### src/rtl/if_fetch_stage.sv
// Instruction-fetch stage: owns the PC, drives imem via req/ready, presents the fetched word
// and its PC+4 to IF/ID with a load/hold/flush control code.
module if_fetch_stage #(
  parameter logic [31:0] RESET_PC = 32'h0000_0000
) (
  input  logic        clk,
  input  logic        Reset,
  input  logic        stall,
  input  logic        redirect,
  input  logic [31:0] redirect_pc,
  output logic        imem_req,
  output logic [31:0] imem_addr,
  input  logic        imem_ready,
  input  logic [31:0] imem_rdata,
  output logic [31:0] instr_out,
  output logic [31:0] pc_plus4_out,
  output logic [1:0]  ifid_ctl
);

  localparam logic [1:0] CtlLoad  = 2'd0;
  localparam logic [1:0] CtlHold  = 2'd1;
  localparam logic [1:0] CtlFlush = 2'd2;

  typedef enum logic [1:0] {StFetch, StHold, StKill} state_e;

  state_e      state_q, state_d;
  logic [31:0] pc_q, pc_d;
  logic [31:0] kill_addr_q, kill_addr_d;
  logic [31:0] hold_instr_q, hold_instr_d;
  logic [31:0] hold_pc4_q, hold_pc4_d;

  logic [31:0] pc_inc;
  logic [31:0] target;

  assign pc_inc = pc_q + 32'd4;
  assign target = {redirect_pc[31:2], 2'b00};

  always_comb begin
    state_d      = state_q;
    pc_d         = pc_q;
    kill_addr_d  = kill_addr_q;
    hold_instr_d = hold_instr_q;
    hold_pc4_d   = hold_pc4_q;
    if (redirect) begin
      pc_d = target;
      unique case (state_q)
        StFetch: begin
          // The outstanding request must still complete; remember it so it can be drained.
          if (!imem_ready) begin
            kill_addr_d = pc_q;
            state_d     = StKill;
          end
        end
        StHold:  state_d = StFetch;
        StKill:  state_d = StKill;
        default: state_d = StFetch;
      endcase
    end else begin
      unique case (state_q)
        StFetch: begin
          if (imem_ready) begin
            pc_d = pc_inc;
            if (stall) begin
              hold_instr_d = imem_rdata;
              hold_pc4_d   = pc_inc;
              state_d      = StHold;
            end
          end
        end
        StHold:  if (!stall) state_d = StFetch;
        StKill:  if (imem_ready) state_d = StFetch;
        default: state_d = StFetch;
      endcase
    end
  end

  always_ff @(posedge clk or negedge Reset) begin
    if (!Reset) begin
      state_q      <= StFetch;
      pc_q         <= RESET_PC;
      kill_addr_q  <= 32'd0;
      hold_instr_q <= 32'd0;
      hold_pc4_q   <= 32'd0;
    end else begin
      state_q      <= state_d;
      pc_q         <= pc_d;
      kill_addr_q  <= kill_addr_d;
      hold_instr_q <= hold_instr_d;
      hold_pc4_q   <= hold_pc4_d;
    end
  end

  assign imem_req  = Reset && (state_q != StHold);
  assign imem_addr = (state_q == StKill) ? kill_addr_q : pc_q;

  always_comb begin
    instr_out    = 32'd0;
    pc_plus4_out = 32'd0;
    ifid_ctl     = CtlFlush;
    if (Reset) begin
      unique case (state_q)
        StFetch: begin
          instr_out    = imem_rdata;
          pc_plus4_out = pc_inc;
        end
        StHold: begin
          instr_out    = hold_instr_q;
          pc_plus4_out = hold_pc4_q;
        end
        default: ;
      endcase
      if (redirect) begin
        ifid_ctl = CtlFlush;
      end else if (stall) begin
        ifid_ctl = CtlHold;
      end else begin
        unique case (state_q)
          StFetch: ifid_ctl = imem_ready ? CtlLoad : CtlHold;
          StHold:  ifid_ctl = CtlLoad;
          default: ifid_ctl = CtlHold;
        endcase
      end
    end
  end

endmodule

### config.mk
export PLATFORM = sky130hd
export DESIGN_NAME = if_fetch_stage
export DESIGN_NICKNAME = d
export VERILOG_FILES = /design/src/rtl/if_fetch_stage.sv
export SDC_FILE = /design/constraint.sdc
export NUM_CORES = 1
export LEC_CHECK = 0
export ABC_AREA = 1
export CORE_MARGIN = 1
export CORE_UTILIZATION = 50
export CTS_CLUSTER_SIZE = 20
export DETAILED_ROUTE_END_ITERATION = 6
export PLACE_DENSITY_LB_ADDON = 0.25
export SYNTH_ARGS = -nofsm -noshare
export SYNTH_HDL_FRONTEND = slang
export SYNTH_SLANG_ARGS = --single-unit
### constraint.sdc
create_clock -name clk -period 2.2 [get_ports clk]
set_clock_uncertainty 0.2 [all_clocks]
set_input_delay 0.55 -clock clk [delete_from_list [all_inputs] [get_ports clk]]
set_output_delay 0.55 -clock clk [all_outputs]
set_load 0.1 [all_outputs]
==> reports/qor.log, run 1 <==
qor: outcome.status aborted with a tool error
qor: outcome.failing_step 4_1_cts
qor: outcome.run.stop_error [ERROR DPL-0038] Utilization greater than 100%, impossible to legalize
qor: yosys.ys_seq_elements 124
qor: clock_network.root_buffer clkbuf_16
qor: yosys.syn_area_per_cell 7.13 um2
qor: yosys.synth.cell_area 0.00688 mm2
qor: yosys.yosys_most_used_dff dfrtp_1
qor: yosys.share_of_synthesized_registers_carrying_an_async_set_or_reset 100%
qor: placement.dpl_cell_area 0.0120 mm2
qor: floorplanning.row_count 42
qor: clock_network.count_of_clock_tree_sinks 124
qor: floorplanning.floorplan.io_pins 168
qor: floorplanning.initial_utilization 51.5%
qor: placement.gpl.final_weighted_congestion 0.924
qor: yosys.synth_sequential_area_ratio 45.1%
qor: floorplanning.die_y 119 um
qor: yosys.netlist_instances 964
qor: placement.io_buffer_count 161
qor: clock_network.ctsHoldBuffers 1
qor: clock_network.htreeDepth 4
qor: placement.post-dp-hpwl 20400 um
qor: yosys.post_synth_num_cell_types 29
qor: yosys.synth_warnings 0
qor: clock_network.setup_bufs_post_cts 67
qor: yosys.synth_enable_flop_cells 0
qor: floorplanning.width_of_the_die 119 um
qor: clock_network.tritoncts_buffer_count 17
qor: clock_network.cts.repair.resized 247
qor: clock_network.clockBufferDepth 2
## through the flow
step	setup slack, ns	setup TNS (ns)	hold slack (ns)	cells	util, %
after floorplan	-0.398	-12.92	0.0544	967	-
after global placement	-0.313	-9.41	0.261	1390	90.2
after detailed placement	-0.365	-19.55	0.266	1390	90.2
## cells by family after synthesis
group | after synthesis | synth area share (%)
buffers and inverters | 107 | 6.48
adders and majority gates | 1 | 0.182
AOI/OAI and AO/OA | 182 | 14.6
other | 1 | 0.0545
DFF | 124 | 45.1
xor gates and xnor gates | 12 | 2.07
and+or+nand+nor | 537 | 31.5
## Yosys cell counts, types with 2 or more instances
cell / count / area share (%)
inv_1: 50 / 2.7
nand3_1: 28 / 2.0
o21ai_1: 4 / 0.29
buf_4: 4 / 0.44
o211ai_1: 17 / 1.9
nand2_1: 441 / 24
buf_2: 23 / 1.7
or2_2: 3 / 0.27
inv_2: 3 / 0.16
nand2_4: 2 / 0.33
o21ai_0: 76 / 5.5
dfrtp_1: 124 / 45
o21bai_1: 3 / 0.33
a31oi_1: 8 / 0.73
clkbuf_1: 27 / 1.5
xor2_2: 5 / 1.2
nor2_2: 7 / 0.64
nor2_1: 40 / 2.2
or2_1: 2 / 0.18
nor2_4: 7 / 1.1
o221ai_1: 8 / 1.0
nand2_2: 5 / 0.45
xor2_1: 7 / 0.89
a21oi_1: 65 / 4.7
==> inputs of run 2 (changes only) <==
Settings changed: CORE_UTILIZATION 50 to 40, CTS_CLUSTER_SIZE 20 to not set, PLACE_DENSITY_LB_ADDON 0.25 to 0.15.
==> run 2 against run 1 <==
The flow now finishes, with violations (negative setup slack). Area after synthesis unchanged. Synthesized cell count did not move.
==> reports/qor.log, run 2 <==
qor: sta.setup_repair_after_global_routing_missed_its_margin yes
qor: global_route.met2_usage 61.4%
qor: yosys.synth_enable_flop_cells 0 [unchanged]
qor: placement.dpl_cell_area 0.0121 mm2 [+0.29%]
qor: clock_network.htreeDepth 4 [unchanged]
qor: setup_path.critical_path_required 1.45 ns
qor: yosys.synth.cell_area 0.00688 mm2 [unchanged]
qor: global_route.grt_usage 35.7%
qor: routing.postRouteWirelength 33800 um
qor: floorplanning.floorplan.io_pins 168 [unchanged]
qor: floorplanning.coreArea 0.0167 mm2
qor: cells_and_area.fin_nets 1367
qor: outcome.status finished with violations
qor: cells_and_area.antenna_cells 0
qor: placement.post-dp-hpwl 17000 um [-17%]
qor: cells_and_area.registers.top_by_ff_count hold_instr_q
qor: power_and_ir_drop.p_per_area 829 mW/mm2
qor: flow_run.cap_viol_max_count 0
qor: cells_and_area.mostFrequentLayoutCells nand2_1 (306), buf_4 (132), dfrtp_1 (124)
qor: power_and_ir_drop.pleak 6.56 nW
qor: yosys.post_synth_num_cell_types 29 [unchanged]
qor: sta.final-setup-viol-count 94
qor: global_route.grt_max_degree 105
qor: worst_hold_path.worst_hold_path_class input port to async pin
qor: setup_path.worstPathCellList buf_4, buf_4, inv_4, nor2_4, nand2_4, nor2_4, xor2_2, nand2_2, a21oi_4, buf_12
qor: global_route.grt_busiest_layer met2
qor: cells_and_area.max_reg_flops 32
qor: sta.timing.final.ws_setup -0.873 ns
qor: routing.route.detailed.drc 0
qor: cells_and_area.post_route_cells_drive_above_1_share 48.2%
qor: setup_path.slowest_delay 0.38 ns
qor: clock_network.cts_tree done
qor: sta.slew_at_the_pin_closest_to_its_max_slew_limit 0.637 ns
qor: sta.finalHoldViolCount 0
qor: yosys.synth.top_cells.by_area dfrtp_1 (45%), nand2_1 (24%), o21ai_0 (5.5%), a21oi_1 (4.7%), inv_1 (2.7%)
qor: sta.timing.max_slew.rel_slack 57.5%
qor: setup_path.maximum_fanout_along_the_worst_path 5
qor: yosys.yosys_most_used_dff dfrtp_1
qor: yosys.ys_seq_elements 124 [unchanged]
qor: cells_and_area.final_design_area_no_fill 0.0144 mm2
qor: sta.clock.fmax 325 MHz
qor: setup_path.worst_path_max_delay_cell dfrtp_1
qor: cells_and_area.num-fill-cells 760
qor: yosys.synth.most_common_cell nand2_1
qor: routing.avgViaCountPerCell 5.76
qor: floorplanning.row_count 47 [+12%]
qor: power_and_ir_drop.finalPower 0.0120 W
qor: global_route.use_met3 7.04%
qor: setup_path.cp-end-kind output pin
qor: setup_path.timing.reg2reg.setup_slack 0.02 ns
qor: global_route.met1_global_route_usage 41.5%
qor: routing.number_of_nets_with_antenna_violations_after_detailed_routing 0
qor: setup_path.worstSetupStartpointType flop
qor: setup_path.rr_startpoint pc_q[2]$_DFFE_PN0P_
qor: routing.number_of_search_and_repair_iterations_in_the_first_detailed_routing_pass 7
qor: global_route.grt_first_pass_wirelength 48100 um
qor: outcome.failed_checks negative setup slack
qor: yosys.syn_area_per_cell 7.13 um2 [unchanged]
qor: yosys.synthTopCellsByCount nand2_1 (441), dfrtp_1 (124), o21ai_0 (76)
qor: yosys.synth_sequential_area_ratio 45.1% [unchanged]
qor: placement.io_buffer_count 161 [unchanged]
qor: yosys.netlist_instances 964 [unchanged]
qor: cells_and_area.final_cell_count_no_fill 1530
qor: power_and_ir_drop.worst_ir_drop_vdd 862 uV
qor: floorplanning.floorplan.die_area 0.0177 mm2
qor: yosys.share_of_synthesized_registers_carrying_an_async_set_or_reset 100% [unchanged]
qor: clock_network.root_buffer clkbuf_16
qor: clock_network.cts.clk_slew.worst_paths 0.06 ns
qor: setup_path.r2r_end pc_q[13]$_DFFE_PN0P_
qor: global_route.grt_pass1_vias 8938
qor: setup_path.setup_crit_path_kind flop to output pin
qor: clock_network.tritoncts_buffer_count 17 [unchanged]
qor: clock_network.clockBufferDepth 2 [unchanged]
qor: cells_and_area.final_common_cell nand2_1
qor: global_route.grt_overflow 0
qor: floorplanning.die_y 133 um [+12%]
qor: routing.num_vias 8819
qor: setup_path.critical_path_arrival 2.32 ns
qor: clock_network.worstSkewPairLatency 0.44 ns
qor: yosys.yosys.area.top_type_share 45.1% [unchanged]
qor: cells_and_area.areaGrowthSynthToFinish 110%
qor: global_route.number_of_antenna_violations_at_the_first_check_in_global_routing 0
qor: placement.gpl.final_weighted_congestion 0.910 [-1.5%]
qor: setup_path.worstRegToRegCells 11
qor: sta.timing.final.crit_period 3.07 ns
qor: yosys.synth_area_leader_cell dfrtp_1
qor: floorplanning.initial_utilization 41.2% [-10 points]
qor: sta.maxSlewViolCount 0
qor: sta.timing.final.crit_share 140%
qor: clock_network.count_of_clock_tree_sinks 124 [unchanged]
qor: floorplanning.width_of_the_die 133 um [+12%]
qor: yosys.synth_warnings 0 [unchanged]
qor: placement.placed_cells 1428 [+2.7%]
qor: routing.route.detailed.wl_per_inst 22.1 um
qor: routing.first_iter_violations 1084
qor: sta.setup_tns -53.22 ns
run 2: worst max-delay path, delay by kind of cell, from the launching register on:
| kind | cells | cell delay [ns] |
|---|---|---|
| AND/OR/NAND/NOR | 4 | 0.58 |
| buffers and inverters | 4 | 0.48 |
| flip-flops | 1 | 0.38 |
| XOR/XNOR | 1 | 0.25 |
| AO/OA/AOI/OAI | 1 | 0.17 |
run 2: worst max path at each step:
stage	start	endpoint	slack (ns)	cells past startpoint
2_1_floorplan	pc_q[3]$_DFFE_PN0P_	pc_plus4_out[18]	-0.40	8
3_3_place_gp	pc_q[3]$_DFFE_PN0P_	pc_plus4_out[12]	-0.29	9
3_5_place_dp	pc_q[3]$_DFFE_PN0P_	pc_plus4_out[12]	-0.36	9
4_1_cts	pc_q[2]$_DFFE_PN0P_	pc_plus4_out[20]	-0.77	10
5_1_grt	pc_q[2]$_DFFE_PN0P_	pc_plus4_out[20]	-0.91	10
6_report	pc_q[2]$_DFFE_PN0P_	pc_plus4_out[17]	-0.87	10
run 2: area by class of cell:
type	instances	area (um2)	area share, %
clock inverters	10	138	0.953
repair buffers	365	4870	33.7
clock buffers	22	484	3.35
well taps	220	275	1.91
flip-flops and latches	124	3100	21.5
inverters	53	219	1.52
multi-input cells	736	5350	37.1
run 2: cell families (layout without fill, tap and decap cells):
kind of cell | count (synthesis) | after routing | share of synthesized area (%)
simple gates | 537 | 537 | 31.5
flops | 124 | 124 | 45.1
compound gates | 182 | 182 | 14.6
fa+ha+maj | 1 | 1 | 0.182
other cells | 1 | 4 | 0.0545
buf+inv | 107 | 450 | 6.48
xor+xnor | 12 | 12 | 2.07
run 2: per-stage QoR:
stage / hold WS (ns) / worst slack (ns) / utilization (%)
floorplan: 0.0544 / -0.398 / -
global placement: 0.262 / -0.291 / 72.3
detailed placement: 0.266 / -0.357 / 72.3
CTS: 0.224 / -0.770 / 84.1
global route: 0.234 / -0.911 / 86.5
finish: 0.150 / -0.873 / 86.5
run 2: layer usage:
layer	vias to the layer above	share of wire, %
met4	0	6.3
met5	-	0
met1	4298	36
li1	3750	-
met2	587	50
met3	184	7.5
run 2: power breakdown:
| part | leakage, nW | total, W | internal (W) | switching, W |
|---|---|---|---|---|
| clock | 0.290 | 0.00303 | 0.00190 | 0.00113 |
| combinational | 4.72 | 0.00570 | 0.00226 | 0.00345 |
| sequential | 1.54 | 0.00325 | 0.00278 | 0.000468 |
run 2: repair_timing:
item,CTS,global route
pin swaps,56,74
hold buffers,1,0
buffers inserted,37,25
gates resized for setup,165,99
hold endpoints to repair,20,0
gates cloned,16,1
endpoints found under the setup margin,94,94
Note: power is estimated with default switching activity, not from simulation.
==> inputs of run 3 (changes only) <==
Clock period 2.2 ns to 2.55 ns, I/O delays scaled along.
==> run 3 against run 2 <==
The run still ends with negative setup slack left. Total power is 18% lower. Critical path depth increased by 1. Utilization fell by 6.2 points. Clock power down 18%. Design area shrank 7.2%. Die area unchanged. Non-clock buffer count shrank 78. Wire length is 11% lower. Count of clock-buffer cells in the layout grew 3. Sequential power down 16%. Worst setup slack improved by 0.23 ns. Critical endpoint is now pc_plus4_out[31]. Largest cell class unchanged. Largest power group unchanged.
==> reports/qor.log, run 3 (synthesized netlist as in run 2, its figures left out) <==
qor: outcome.status finished with violations
qor: outcome.failed_checks negative setup slack
qor: floorplanning.floorplan.die_area 0.0177 mm2 [unchanged]
qor: setup_path.critical_path_required 1.71 ns [+0.26 ns]
qor: routing.first_iter_violations 742 [-32%]
qor: global_route.grt_usage 29.9% [-5.8 points]
qor: cells_and_area.fin_nets 1289 [-5.7%]
qor: routing.dr_wl_met3 2500 um [-0.44%]
qor: sta.timing.final.crit_period 3.19 ns
qor: sta.slew_at_the_pin_closest_to_its_max_slew_limit 0.591 ns [-0.0461 ns]
qor: floorplanning.coreArea 0.0167 mm2 [unchanged]
qor: sta.final-setup-viol-count 94 [unchanged]
qor: power_and_ir_drop.cellInternalPower 0.00569 W [-18%]
qor: worst_hold_path.worst_hold_path_class input port to async pin
qor: sta.maxSlewViolCount 0 [unchanged]
qor: power_and_ir_drop.pleak 5.88 nW [-10%]
qor: floorplanning.floorplan.io_pins 168 [unchanged]
qor: placement.io_buffer_count 161 [unchanged]
qor: clock_network.cts.clk_slew.worst_paths 0.06 ns [about the same]
qor: setup_path.critical_path_arrival 2.35 ns [+0.03 ns]
qor: power_and_ir_drop.switching_component_of_the_power 0.00408 W [-19%]
qor: power_and_ir_drop.p_clk_share 25.6% [+0.3 points]
qor: routing.avgViaCountPerCell 5.61 [-2.6%]
qor: sta.clock.fmax 313 MHz
qor: floorplanning.initial_utilization 41.2% [unchanged]
qor: sta.hold-worst-slack 0.163 ns [+0.0132 ns]
qor: clock_network.worstSkewPairLatency 0.43 ns [about the same]
qor: setup_path.worst_path_max_delay_cell dfrtp_1
qor: setup_path.crit_path_buffers_inverters 4 [unchanged]
qor: power_and_ir_drop.pwr-share-seq 28.1% [+1.0 points]
qor: cells_and_area.post_route_cells_drive_above_1_share 42.6% [-5.6 points]
qor: power_and_ir_drop.p_sw_share 41.7% [-0.38 points]
qor: global_route.grt_pass1_vias 7705 [-14%]
qor: routing.number_of_nets_with_antenna_violations_after_detailed_routing 0 [unchanged]
qor: placement.post-dp-hpwl 16000 um [-5.5%]
qor: sta.timing.max_slew.rel_slack 60.6% [+3.1 points]
qor: setup_path.slowest_delay 0.43 ns [+0.05 ns]
qor: routing.met2_length 14800 um [-13%]
qor: global_route.grt_first_pass_wirelength 40700 um [-15%]
qor: routing.route.detailed.wl_per_inst 20.7 um [-6.4%]
qor: global_route.grt_overflow 0 [unchanged]
qor: power_and_ir_drop.comb_power_share 46.3% [-1.3 points]
qor: cells_and_area.max_reg_flops 32 [unchanged]
qor: power_and_ir_drop.worst_ir_drop_vdd 567 uV [-34%]
qor: setup_path.worstSetupStartpointType flop
qor: cells_and_area.registers.top_by_ff_count hold_instr_q
qor: floorplanning.row_count 47 [unchanged]
qor: setup_path.critical_path.top_delay_family simple AND/OR/NAND/NOR gates
qor: global_route.number_of_antenna_violations_at_the_first_check_in_global_routing 1 [+1]
qor: sta.finalHoldViolCount 0 [unchanged]
qor: setup_path.maximum_fanout_along_the_worst_path 4 [-1]
qor: routing.num_vias 8152 [-7.6%]
qor: cells_and_area.final_common_cell nand2_1
qor: cells_and_area.mostFrequentLayoutCells nand2_1 (333), dfrtp_1 (123), buf_12 (115)
qor: placement.gpl.final_weighted_congestion 0.854 [-6.2%]
qor: setup_path.worstPathCellList buf_6, inv_4, nor2_4, buf_6, nand2_4, nor2_4, nand2_2, nand2_2, nand3_2, a21oi_4, buf_12
qor: routing.dr.max_layer_used met4
qor: sta.setup_repair_after_global_routing_missed_its_margin yes
qor: cells_and_area.areaGrowthSynthToFinish 94.9%
qor: flow_run.cap_viol_max_count 0 [unchanged]
qor: sta.timing.final.ws_setup -0.641 ns [+0.232 ns]
qor: power_and_ir_drop.p_per_area 729 mW/mm2 [-12%]
qor: sta.timing.final.crit_share 125%
qor: clock_network.ctsHoldBuffers 0 [-1]
qor: setup_path.setup_crit_path_kind flop to output pin
qor: global_route.grt_max_degree 95 [-9.5%]
qor: clock_network.cts_tree done
qor: routing.postRouteWirelength 30000 um [-11%]
qor: cells_and_area.num-fill-cells 985 [+30%]
qor: routing.number_of_search_and_repair_iterations_in_the_first_detailed_routing_pass 5 [-2]
qor: clock_network.clockBufferDepth 2 [unchanged]
qor: clock_network.root_buffer clkbuf_16
qor: setup_path.cp-end-kind output pin
qor: cells_and_area.multiInputGateArea 0.00517 mm2 [-3.4%]
qor: routing.routedLengthMet1 11600 um [-4.4%]
qor: floorplanning.die_y 133 um [unchanged]
qor: clock_network.tritoncts_buffer_count 17 [unchanged]
qor: power_and_ir_drop.finalPower 0.00976 W [-18%]
qor: floorplanning.width_of_the_die 133 um [unchanged]
qor: routing.route.detailed.drc 0 [unchanged]
qor: clock_network.htreeDepth 4 [unchanged]
qor: clock_network.count_of_clock_tree_sinks 124 [unchanged]
qor: cells_and_area.final-seq-area 0.00310 mm2 [about the same]
-- run 3: what timing repair did --
item / in CTS / in global routing
setup endpoints to repair: 91 / 93
gates resized for setup: 96 / 187
cloned: 5 / 11
buffers inserted: 36 / 16
hold endpoints to repair: 0 / 0
pin swaps: 51 / 40
-- run 3: final cells by class --
| cell class | instances | area share, % |
|---|---|---|
| sequential | 124 | 23.2 |
| clock buffer | 25 | 3.85 |
| timing repair buffer | 287 | 30.1 |
| antenna | 1 | 0.0187 |
| multi-input combinational | 736 | 38.6 |
| tap | 220 | 2.05 |
| clock inverter | 6 | 0.616 |
| inverter | 53 | 1.62 |
-- run 3: path summary, 6_finish.rpt --
path | cells after the start | startpoint | slack (ns) | to
max | 11 | pc_q[2]$_DFFE_PN0P_ | -0.64 | pc_plus4_out[31]
min | 2 | Reset | 0.16 | hold_pc4_q[3]$_DFFE_PN0P_
max reg2reg | 13 | pc_q[2]$_DFFE_PN0P_ | 0.26 | pc_q[20]$_DFFE_PN0P_
min reg2reg | 2 | hold_instr_q[23]$_DFFE_PN0P_ | 0.28 | hold_instr_q[23]$_DFFE_PN0P_
max in group asynchronous | 2 | Reset | 1.49 | pc_q[5]$_DFFE_PN0P_
min in group clk | 2 | hold_instr_q[23]$_DFFE_PN0P_ | 0.28 | hold_instr_q[23]$_DFFE_PN0P_
-- run 3: worst register-to-register path, cell delays in order, from the launching register on --
cell and delay, ns:
dfrtp_1 0.43, ha_4 0.19, nand2_4 0.07, nor2_4 0.13, nand2_4 0.11, nor2_4 0.16, buf_12 0.15, nand2_1 0.09
nand2_1 0.14, nand2_4 0.07, buf_4 0.14, buf_4 0.12, nand2_1 0.05, o211ai_1 0.10
-- run 3: power groups by stage --
| stage | Clock, W | Combinational [W] | Sequential [W] |
|---|---|---|---|
| 6_report | 0.00249 | 0.00452 | 0.00274 |
| 5_1_grt | 0.00259 | 0.00470 | 0.00279 |
| 4_1_cts | 0.00249 | 0.00408 | 0.00265 |
| 3_5_place_dp | 0 | 0.00375 | 0.00267 |
| 3_3_place_gp | 0 | 0.00369 | 0.00265 |
| 2_1_floorplan | 0 | 0.00244 | 0.00262 |
-- run 3: through the flow --
stage | std cells | instance area [um2] | setup TNS (ns) | utilization, % | setup slack [ns]
after global placement | 1357 | 11000 | -0.359 | 65.6 | -0.109
after CTS | 1429 | 12300 | -15.82 | 73.9 | -0.484
after detailed placement | 1357 | 11000 | -0.702 | 65.6 | -0.143
after global routing | 1452 | 13400 | -25.72 | 80.2 | -0.677
final | 1452 | 13400 | -22.46 | 80.2 | -0.641
after floorplan | 967 | 7730 | -13.24 | - | -0.389
-- run 3: per-layer routing --
metal | vias up | global-route usage [%]
met4 | 0 | 11.7
met2 | 473 | 49.1
met5 | - | 0
met3 | 115 | 6.20
met1 | 3967 | 38.8
li1 | 3597 | -
